## config.mk

```make
export PLATFORM = sky130hd
export DESIGN_NAME = uart_tx_arbiter
export DESIGN_NICKNAME = d
export VERILOG_FILES = /design/src/rtl/uart_tx_arbiter.sv
export SDC_FILE = /design/constraint.sdc
export NUM_CORES = 1
export LEC_CHECK = 0
export CAP_MARGIN = 20
export CORE_MARGIN = 2
export CORE_UTILIZATION = 45
export CTS_CLUSTER_SIZE = 12
export DETAILED_ROUTE_END_ITERATION = 12
export DONT_BUFFER_PORTS = 1
export PLACE_DENSITY = 0.69
export SYNTH_ARGS = -nofsm -noshare
export SYNTH_HDL_FRONTEND = slang
export SYNTH_SLANG_ARGS = --single-unit
```

## constraint.sdc

```tcl
create_clock -name i_clk -period 5.4 [get_ports i_clk]
set_input_delay 1.08 -clock i_clk [delete_from_list [all_inputs] [get_ports i_clk]]
set_output_delay 1.08 -clock i_clk [all_outputs]
set_load 0.03 [all_outputs]
```

## src/rtl/uart_tx_arbiter.sv

```systemverilog
// Packet-locked round-robin arbiter sharing one uart_tx among N_REQ byte producers.
// Optional timeout releases an owner that stalls between bytes of a packet.
//
//   state    | meaning
//   ---------+--------------------------------------------------------------
//   ST_IDLE  | no owner; round-robin search from last_g+1, winner's byte taken
//   ST_SEND  | held byte presented to uart_tx until i_tx_ready
//   ST_GAP   | one dead cycle while uart_tx drops o_ready; release on last
//   ST_FETCH | wait for owner's next byte, timeout counter running
module uart_tx_arbiter #(
   parameter int N_REQ          = 4,
   parameter int TIMEOUT_CYCLES = 0
) (
   input  logic               i_clk,
   input  logic               i_rst,
   input  logic [N_REQ*8-1:0] i_req_data,
   input  logic [N_REQ-1:0]   i_req_valid,
   input  logic [N_REQ-1:0]   i_req_last,
   output logic [N_REQ-1:0]   o_req_ready,
   output logic [7:0]         o_tx_data,
   output logic               o_tx_valid,
   input  logic               i_tx_ready,
   output logic [N_REQ-1:0]   o_grant,
   output logic               o_timeout
);

   localparam int IW = (N_REQ > 1) ? $clog2(N_REQ) : 1;
   localparam int TW = (TIMEOUT_CYCLES > 0) ? $clog2(TIMEOUT_CYCLES + 1) : 1;
   localparam logic [IW-1:0] LAST_IDX = IW'(N_REQ - 1);
   localparam logic [TW-1:0] TO_LIMIT = TW'(TIMEOUT_CYCLES);

   typedef enum logic [1:0] {ST_IDLE, ST_SEND, ST_GAP, ST_FETCH} state_t;

   state_t          state;
   logic [IW-1:0]   last_g;
   logic [IW-1:0]   owner;
   logic [IW-1:0]   win;
   logic [IW-1:0]   idx;
   logic            found;
   logic            held_last;
   logic [TW-1:0]   to_cnt;
   logic [TW-1:0]   to_cnt_inc;
   logic [7:0]      req_byte [N_REQ];

   for (genvar g = 0; g < N_REQ; g++) begin : g_bytes
      assign req_byte[g] = i_req_data[8*g +: 8];
   end

   always_comb begin
      found = 1'b0;
      win   = last_g;
      idx   = '0;
      for (int i = 1; i <= N_REQ; i++) begin
         idx = IW'((int'(last_g) + i) % N_REQ);
         if (!found && i_req_valid[idx]) begin
            found = 1'b1;
            win   = idx;
         end
      end
   end

   // Ready is gated by reset so nothing is consumed that reset would then discard.
   always_comb begin
      o_req_ready = '0;
      if (i_rst) begin
         if (state == ST_IDLE && found)
            o_req_ready[win] = 1'b1;
         else if (state == ST_FETCH && i_req_valid[owner])
            o_req_ready[owner] = 1'b1;
      end
   end

   assign to_cnt_inc = (to_cnt == '1) ? to_cnt : to_cnt + 1'b1;

   always_ff @(posedge i_clk) begin
      if (!i_rst) begin
         state      <= ST_IDLE;
         last_g     <= LAST_IDX;
         owner      <= '0;
         held_last  <= 1'b0;
         to_cnt     <= '0;
         o_tx_data  <= '0;
         o_tx_valid <= 1'b0;
         o_grant    <= '0;
         o_timeout  <= 1'b0;
      end else begin
         o_timeout <= 1'b0;
         case (state)
            ST_IDLE: begin
               if (found) begin
                  owner      <= win;
                  o_tx_data  <= req_byte[win];
                  held_last  <= i_req_last[win];
                  o_grant    <= N_REQ'(1) << win;
                  o_tx_valid <= 1'b1;
                  state      <= ST_SEND;
               end
            end
            ST_SEND: begin
               if (i_tx_ready) begin
                  o_tx_valid <= 1'b0;
                  state      <= ST_GAP;
               end
            end
            ST_GAP: begin
               if (held_last) begin
                  last_g  <= owner;
                  o_grant <= '0;
                  state   <= ST_IDLE;
               end else begin
                  to_cnt <= '0;
                  state  <= ST_FETCH;
               end
            end
            ST_FETCH: begin
               // A byte arriving on the expiry cycle takes precedence over the timeout.
               if (i_req_valid[owner]) begin
                  o_tx_data  <= req_byte[owner];
                  held_last  <= i_req_last[owner];
                  o_tx_valid <= 1'b1;
                  state      <= ST_SEND;
               end else begin
                  to_cnt <= to_cnt_inc;
                  if (TIMEOUT_CYCLES != 0 && to_cnt_inc == TO_LIMIT) begin
                     o_timeout <= 1'b1;
                     last_g    <= owner;
                     o_grant   <= '0;
                     state     <= ST_IDLE;
                  end
               end
            end
            default: state <= ST_IDLE;
         endcase
      end
   end

endmodule
```

## After elaboration in Yosys (flattened, before gate mapping)

Cells that the tools add are included.

| cells by class | value |
|---|---|
| mux-type cells | 53 |
| reduce and logical (&&, ||, !) cells | 20 |
| $add $sub $neg | 4 |
| magnitude comparators | 10 |
| bitwise logic cells | 2 |
| shifts and indexed selects | 1 |
| equal/unequal tests | 7 |

Operators by type and width:

| kind | number |
|---|---|
| 2-to-1 mux 8 bit | 6 |
| binary-select mux 8 bit (select 2 bit) | 2 |
| 2-to-1 mux 4 bit | 5 |
| less-than comparator 2 x 3 -> 1 bit (second input constant) | 6 |
| 2-to-1 mux 1 bit | 18 |
| 2-to-1 mux 2 bit | 8 |
| one-hot mux 8 bit (2 select lines) | 1 |
| binary-select mux 1 bit (select 2 bit) | 7 |
| AND reduction 3 bit | 3 |
| one-hot mux 2 bit (4 select lines) | 1 |
| one-hot mux 4 bit (2 select lines) | 1 |
| logical AND 1 bit | 7 |
| greater-or-equal comparator 3 bit (second input constant) | 2 |
| inequality test 2 bit (second input constant) | 3 |
| NOT 2 -> 3 bit | 2 |
| adder 2 x 1 -> 2 bit (second input constant) | 2 |
| adder 2 bit (second input constant) | 2 |
| demux 1 bit (select 2 bit) | 2 |
| equality test 2 bit (second input constant) | 2 |
| greater-or-equal comparator 2 x 1 -> 1 bit (second input constant) | 2 |
| AND reduction 2 bit | 2 |
| AND reduction 4 bit | 1 |
| nonzero test 2 bit | 2 |
| << shifter 1 x 2 -> 4 bit (first input constant) | 1 |
| 7 further kinds | 9 |

| word-level totals | value |
|---|---|
| output and inout bits | 18 |
| register bits after elaboration | 20 |

## Logic depth before layout (Yosys ltp)

Gate-level depths: netlist (run 1).

| logic depth | value |
|---|---|
| depth in word-level cells | 19 |
| depth in mapped cells | 8 |
| mapped depth without buffers | 7 |

## Worst setup path before layout (run 1)

Ideal clock, no wire load.

| timing | value |
|---|---|
| kind | input -> output |
| start point | input port i_req_valid[0] |
| end point | output port o_req_ready[1] |
| required time | 4.320 ns |
| buffers on the path | 1 |
| stages | 6 |
| setup slack | 1.744 ns |
| data arrival time | 2.576 ns |
| cells stage by stage | buf_4 o41ai_2 and3_1 nand2_1 o22a_1 nor2_1 |

| between the ends | value |
|---|---|
| word-level cells in the longest chain between the ends | 18 |
| elaborated cells on any way between the ends | 34 |

RTL lines:

| item | line | source |
|---|---|---|
| start, declared | 17 | `input logic [N_REQ-1:0] i_req_valid,` |
| binary-select mux 1 bit (select 2 bit) | 55 | `if (!found && i_req_valid[idx]) begin` |
| 2-to-1 mux 1 bit (not written as such) | 55 |  |
| 2-to-1 mux 1 bit | 55 |  |
| zero test 1 bit | 55 |  |
| logical AND 1 bit | 55 |  |
| 2-to-1 mux 1 bit | 55 |  |
| zero test 1 bit | 55 |  |
| logical AND 1 bit | 55 |  |
| (+2 left out) | -- |  |
| logical AND 1 bit | 55 |  |
| 2-to-1 mux 2 bit | 55 |  |
| less-than comparator 2 x 3 -> 1 bit (not written as such) / greater-or-equal comparator 2 x 1 -> 1 bit (equally long branches) | 67 | `o_req_ready[win] = 1'b1;` |
| logical AND 1 bit (not written as such) | 67 |  |
| 2-to-1 mux 1 bit (not written as such) | 67 |  |
| demux 1 bit (select 2 bit) | 67 |  |
| 2-to-1 mux 4 bit (*) | 66 | `if (state == ST_IDLE && found)` |
| 2-to-1 mux 4 bit (*) | 65 | `if (i_rst) begin` |
| end, declared | 19 | `output logic [N_REQ-1:0] o_req_ready,` |

Mark *: on every way between the ends. The rest lies on a longest branch, timed or not. The select of a mux whose other input is x is not followed.

## Worst setup path after layout (run 1)

| timing | value |
|---|---|
| start point | input port i_req_valid[1] |
| end point | output port o_req_ready[1] |

Same word-level chain as after synthesis.

==> flow_summary.yaml, run 1 <==
run_status:
  status: "complete, no violations"
grt:
  antenna_found_initial: 0
  grt_max_degree: 28
  gr-total-overflow: 0
  grt_pass1_vias: 1684
  grt_pass1_wl_um: 8270
  track_usage_pct: 23.6
timing:
  fin_crit_ns: 3.73
  finalHoldViolations: 0
  fmax_mhz: 268
  final.setup.tns_ns: 0
  holdWs_ns: 0.540
  max_slew_margin_pct: 40.8
  clock_skew_ns: 0.00427
  worst_slew_pin_slew_ns: 0.888
  report.final.slew_viol_count: 0
  fin_crit_sh_pct: 69.0
  finalSetupViolCount: 0
  rsz0062_at_grt: "false"
synth:
  synth.distinct_cells: 50
  yosys_warnings: 0
  synth_area_mm2: 0.00190
  syn_avg_cell_area_um2: 8.47
  synth-main-ff-cell: "dfxtp_1"
  postSynthCellCount: 224
  yosysTopAreaCell: "dfxtp_1"
  synth_seq_cells: 20
  yosysSeqAreaShare_pct: 21.1
  yosysTopAreaCellShare_pct: 21.1
  synth.net_count: 272
  async_reset_ff_share_pct: 0
  synthTopCellsByArea: "dfxtp_1 (21%), mux4_2 (12%), nand2_1 (5.9%)"
  synth_edf_count: 0
cts:
  clk_path_buf_depth: 2
  htreeDepth: 1
  cts_buffers: 3
  post-cts-setup-buffers: 0
  cts_resized: 0
  ctsHoldBuffers: 0
  path_clk_slew_ns: 0.09
  cts_sinks: 20
  clk_latency_ns: 0.27
  root_buffer: "clkbuf_8"
  cts_tree: "yes"
final_layout:
  area_growth_pct: 1.38
  diodes: 0
  num-fill-cells: 396
  final_area_mm2: 0.00192
  drive_gt1_share_pct: 16.5
  final_nets: 261
power:
  pwr_density_cell_mw_per_mm2: 353
  power.switching_uw: 287
  p_seq_share_pct: 38.5
  p_leak_uw: 0.000672
  intPower_uw: 393
  pwr-share-comb_pct: 38.5
  switching_share_pct: 42.2
  power_uw: 680
  irDropWorstVdd_mv: 0.203
  clkPwrFrac_pct: 23.1
worst_setup_path:
  r2r_start: "state[1]$_SDFFE_PN0P_"
  rrSetupSlack_ns: 2.81
  cpPeakStageDelay_ns: 0.61
  timing.critical_path.from: "i_req_valid[1]"
  arrival_ns: 2.65
  path_depth: 5
  cp_top_family: "compound AO/OA/AOI/OAI gates"
  reg2reg_depth: 6
  cp_cell_sequence: "o41ai_2 -> and3_1 -> nand2_1 -> o22a_1 -> nor2_1"
  crit_buf_inv: 0
  cp_max_fo: 8
  endpoint_kind: "output pin"
  crit_end: "o_req_ready[1]"
  r2r_end: "o_tx_data[5]$_SDFFE_PN0P_"
  crit_path_top_delay_cell: "o41ai_2"
  start_kind: "input pin"
  path_class: "in2out"
  crit_required_ns: 4.32
drt:
  ant_nets: 0
  drt_iter0_markers: 104
  num_vias: 1749
  wl_um: 5250
  drc: 0
  viasPerCell: 6.68
  first_pass_iters: 4
  wire_per_inst_um: 20.0
placement:
  place_area_mm2: 0.00185
  dp_hpwl_um: 3960
  io_buffers: 0
  gp_congestion: 0.840
floorplanning:
  core_area_mm2: 0.00403
  dieArea_mm2: 0.00475
  std_cell_rows: 23
  io_pins: 61
  die_w_um: 68.9
  die_h_um: 68.9
  initial_core_util_pct: 47.1
worst_hold_path:
  min_path_type: "reg2reg"
job:
  maxCapViolCount: 0
==> synthesized netlist by cell type, drive strengths merged (2+ instances only) <==
master / number
a211oi: 8
a21oi: 13
and2: 3
and3: 7
and4: 6
buf: 11
clkbuf: 5
dfxtp: 20
ha: 5
inv: 8
mux4: 10
nand2: 30
nand2b: 3
nand3: 7
nand4: 4
nor2: 11
nor2b: 5
nor3: 12
nor3b: 2
o21a: 7
o21ai: 10
o311ai: 6
o31ai: 9
o41a: 3
or3: 2
or4: 2
==> kinds of logic after synthesis <==
family | share of synthesized area (%)
fa+ha+maj | 3.30
other cells | 0.198
flops | 21.1
simple gates | 28.9
buf+inv | 7.65
mux | 11.9
compound gates | 27.0
==> how the worst min path moves through the flow <==
| stage | to | depth (start not counted) | start | slack [ns] |
|---|---|---|---|---|
| 2_1_floorplan | held_last$_SDFFE_PN0P_ | 2 | held_last$_SDFFE_PN0P_ | 0.47 |
| 3_3_place_gp | held_last$_SDFFE_PN0P_ | 2 | held_last$_SDFFE_PN0P_ | 0.52 |
| 3_5_place_dp | held_last$_SDFFE_PN0P_ | 2 | held_last$_SDFFE_PN0P_ | 0.52 |
| 4_1_cts | held_last$_SDFFE_PN0P_ | 2 | held_last$_SDFFE_PN0P_ | 0.54 |
| 5_1_grt | held_last$_SDFFE_PN0P_ | 2 | held_last$_SDFFE_PN0P_ | 0.58 |
| 6_report | held_last$_SDFFE_PN0P_ | 2 | held_last$_SDFFE_PN0P_ | 0.54 |
==> tightest hold or removal path: cells and delay by family, from the launching register on <==
kind | cells | cell delay (ns)
AO/OA/AOI/OAI | 1 | 0.06
flip-flops | 1 | 0.37
AND/OR/NAND/NOR | 1 | 0.07
==> cell type report <==
class | count | area [um^2] | area share [%]
Clock buffer | 3 | 41.3 | 2.15
Clock inverter | 1 | 30.0 | 1.56
Inverter | 8 | 30.0 | 1.56
Multi-Input combinational cell | 179 | 1350 | 70.3
Sequential cell | 20 | 400 | 20.8
Tap cell | 50 | 62.6 | 3.25
Timing Repair Buffer | 1 | 7.51 | 0.390
==> cells in the final DEF, fill, tap and decap left out, types with 2 or more instances in the layout <==
cell	Yosys	layout
and3_1	6	6
dfxtp_1	20	20
mux4_2	10	10
o21a_1	6	6
inv_1	8	8
and4_2	6	6
nor2b_4	2	2
nand4_1	4	4
or3_1	2	2
clkbuf_8	0	3
or4_1	2	2
and2_1	3	3
nor3b_1	2	2
nor2b_1	3	3
nor3_1	10	10
nand3_1	6	6
o31ai_1	9	9
a21oi_1	13	13
nand2_1	30	30
o41a_1	3	3
a211oi_1	8	8
o311ai_0	6	6
nor3_2	2	2
ha_1	5	5
o21ai_0	7	7
nand2b_1	3	3
nor2_1	11	11
o21ai_4	2	2
==> per-stage QoR <==
stage,std cells,util (%),setup slack [ns]
global placement,258,46.0,1.65
finish,262,47.8,1.67
floorplan,224,-,1.74
global route,262,47.8,1.52
CTS,262,47.8,1.68
detailed placement,258,46.0,1.69
==> power by group through the flow <==
stage | Combinational, uW | Clock, uW | Sequential, uW
2_1_floorplan | 233 | 0 | 250
3_3_place_gp | 257 | 0 | 264
3_5_place_dp | 261 | 0 | 265
4_1_cts | 262 | 159 | 261
5_1_grt | 290 | 166 | 268
6_report | 261 | 157 | 261
==> flip-flops by register name (all words and copies together) (netlist names) <==
signal	flops
state	2
o_tx_data	8
o_grant	4
last_g	2
o_tx_valid	1
owner	2
held_last	1
==> per-layer routing <==
| layer | routed length (um) | track usage, % | vias to the layer above |
|---|---|---|---|
| met3 | 585 | 6.98 | 11 |
| met1 | 1980 | 28.8 | 811 |
| li1 | - | - | 831 |
| met2 | 2580 | 39.9 | 96 |
| met5 | 0 | 0 | - |
| met4 | 95 | 7.11 | 0 |
Note: power is estimated with default switching activity, not from simulation.
==> inputs of run 2 (changes only) <==
--- a/config.mk
+++ b/config.mk
@@ -11,7 +11,7 @@
 export CTS_CLUSTER_SIZE = 12
 export DETAILED_ROUTE_END_ITERATION = 12
 export DONT_BUFFER_PORTS = 1
-export PLACE_DENSITY = 0.69
+export PLACE_DENSITY = 0.71
 export SYNTH_ARGS = -nofsm -noshare
 export SYNTH_HDL_FRONTEND = slang
 export SYNTH_SLANG_ARGS = --single-unit
==> constraint.sdc (replaced) <==
create_clock -name i_clk -period 3.3 [get_ports i_clk]
set_input_delay 0.66 -clock i_clk [delete_from_list [all_inputs] [get_ports i_clk]]
set_output_delay 0.66 -clock i_clk [all_outputs]
set_load 0.03 [all_outputs]
==> flow_summary.yaml, run 2 (synthesis gave the netlist of run 1 again) <==
run_status:
  status: "complete, no violations"
cts:
  htreeDepth: 1
  ctsHoldBuffers: 0
  cts_buffers: 3
  post-cts-setup-buffers: 0
  cts_resized: 0
  cts_tree: "yes"
  clk_path_buf_depth: 2
  clk_latency_ns: 0.26
  cts_sinks: 20
  path_clk_slew_ns: 0.08
  root_buffer: "clkbuf_8"
final_layout:
  area_growth_pct: 1.38
  final_nets: 265
  layoutNonFillerInstCount: 265
  final_area_mm2: 0.00192
  regMostFlops: "o_tx_data"
  top_regs: "o_tx_data x8, o_grant x4"
  final_cell_mix: "nand2_1 (30), dfxtp_1 (20), a21oi_1 (13), nor2_1 (11)"
  final_common_cell: "nand2_1"
  largest_reg_flops: 8
  drive_gt1_share_pct: 17.7
  seq_area_um2: 400
  final_core_util_pct: 47.8
  multi_input_area_mm2: 0.00135
  num-fill-cells: 404
  diodes: 0
floorplanning:
  die_w_um: 68.9
  std_cell_rows: 23
  die_h_um: 68.9
  io_pins: 61
  dieArea_mm2: 0.00475
  initial_core_util_pct: 47.1
  core_area_mm2: 0.00403
placement:
  place_area_mm2: 0.00188
  io_buffers: 0
  dp.cells: 262
  gp_congestion: 0.876
  dp_hpwl_um: 3770
timing:
  holdWs_ns: 0.469
  rsz0062_at_grt: "false"
  final.setup.tns_ns: 0
  finalSetupViolCount: 0
  report.final.slew_viol_count: 0
  max_slew_margin_pct: 47.2
  clock_skew_ns: 0.00214
  fmax_mhz: 350
  fin_crit_ns: 2.86
  finalHoldViolations: 0
  worst_slew_pin_slew_ns: 0.786
  fin_crit_sh_pct: 86.6
worst_setup_path:
  r2r_start: "state[1]$_SDFFE_PN0P_"
  crit_required_ns: 2.64
  crit_path_top_delay_cell: "dfxtp_1"
  reg2reg_depth: 7
  endpoint_kind: "output pin"
  cp_max_fo: 11
  r2r_end: "held_last$_SDFFE_PN0P_"
  start_kind: "register"
  timing.critical_path.from: "last_g[1]$_SDFFE_PN1P_"
  cpPeakStageDelay_ns: 0.61
  path_class: "reg2out"
  cp_cell_sequence: "and4bb_2 -> a21oi_1 -> o22a_1 -> nor2_1 -> buf_4"
  arrival_ns: 2.20
  crit_end: "o_req_ready[1]"
  rrSetupSlack_ns: 1.14
drt:
  wire_per_inst_um: 19.4
  viasPerCell: 6.71
  drc: 0
  drt_iter0_markers: 108
  wl_um: 5130
  first_pass_iters: 4
  num_vias: 1779
  ant_nets: 0
grt:
  track_usage_pct: 22.3
  grt_max_degree: 28
  grt_pass1_vias: 1606
  grt_pass1_wl_um: 7880
  gr-total-overflow: 0
  antenna_found_initial: 0
job:
  maxCapViolCount: 0
worst_hold_path:
  min_path_type: "in2reg"
power:
  pwr_density_cell_mw_per_mm2: 534
  irDropWorstVdd_mv: 0.336
  p_leak_uw: 0.000679
-- run 2: critical path, delay by kind of cell, from the launching register on --
kind,cells,cell delay (ns)
AOI/OAI and AO/OA,2,0.82
buffers and inverters,1,0.18
DFF,1,0.61
and+or+nand+nor,2,0.32
-- run 2: worst min path at each step --
| stage | to | slack [ns] | cells past startpoint | start |
|---|---|---|---|---|
| after floorplan | held_last$_SDFFE_PN0P_ | 0.47 | 2 | held_last$_SDFFE_PN0P_ |
| after global placement | held_last$_SDFFE_PN0P_ | 0.50 | 2 | held_last$_SDFFE_PN0P_ |
| after detailed placement | held_last$_SDFFE_PN0P_ | 0.52 | 2 | held_last$_SDFFE_PN0P_ |
| after CTS | last_g[0]$_SDFFE_PN1P_ | 0.47 | 1 | i_rst |
| after global routing | last_g[1]$_SDFFE_PN1P_ | 0.48 | 1 | i_rst |
| final | last_g[0]$_SDFFE_PN1P_ | 0.47 | 1 | i_rst |
-- run 2: metal layers --
layer  part of all wire [%]  track usage, %  up-vias  wire length (um)
met5                      0               0        -                 0
met3                     11            5.36        4               556
met4                   0.86            6.86        0                44
met1                     40            27.8      853              2040
li1                       -               -      840                 -
met2                     48            38.0       82              2490
-- run 2: area by class of cell --
| class | instances | share of cell area (%) |
|---|---|---|
| Multi-Input combinational cell | 179 | 70.3 |
| Sequential cell | 20 | 20.8 |
| Tap cell | 50 | 3.25 |
| Clock buffer | 3 | 2.15 |
| Timing Repair Buffer | 5 | 1.95 |
| Inverter | 8 | 1.56 |
-- run 2: per-stage QoR --
stage               total power, uW  worst slack, ns
finish                         1030            0.441
global route                   1100            0.287
CTS                            1030            0.472
detailed placement              863            0.566
global placement                856            0.585
floorplan                       790            0.484
-- run 2: where the power goes --
group	internal, uW	total (uW)	switching (uW)
logic	188	441	254
clock network	81.6	169	87.3
registers	298	417	119
total	567	1030	460
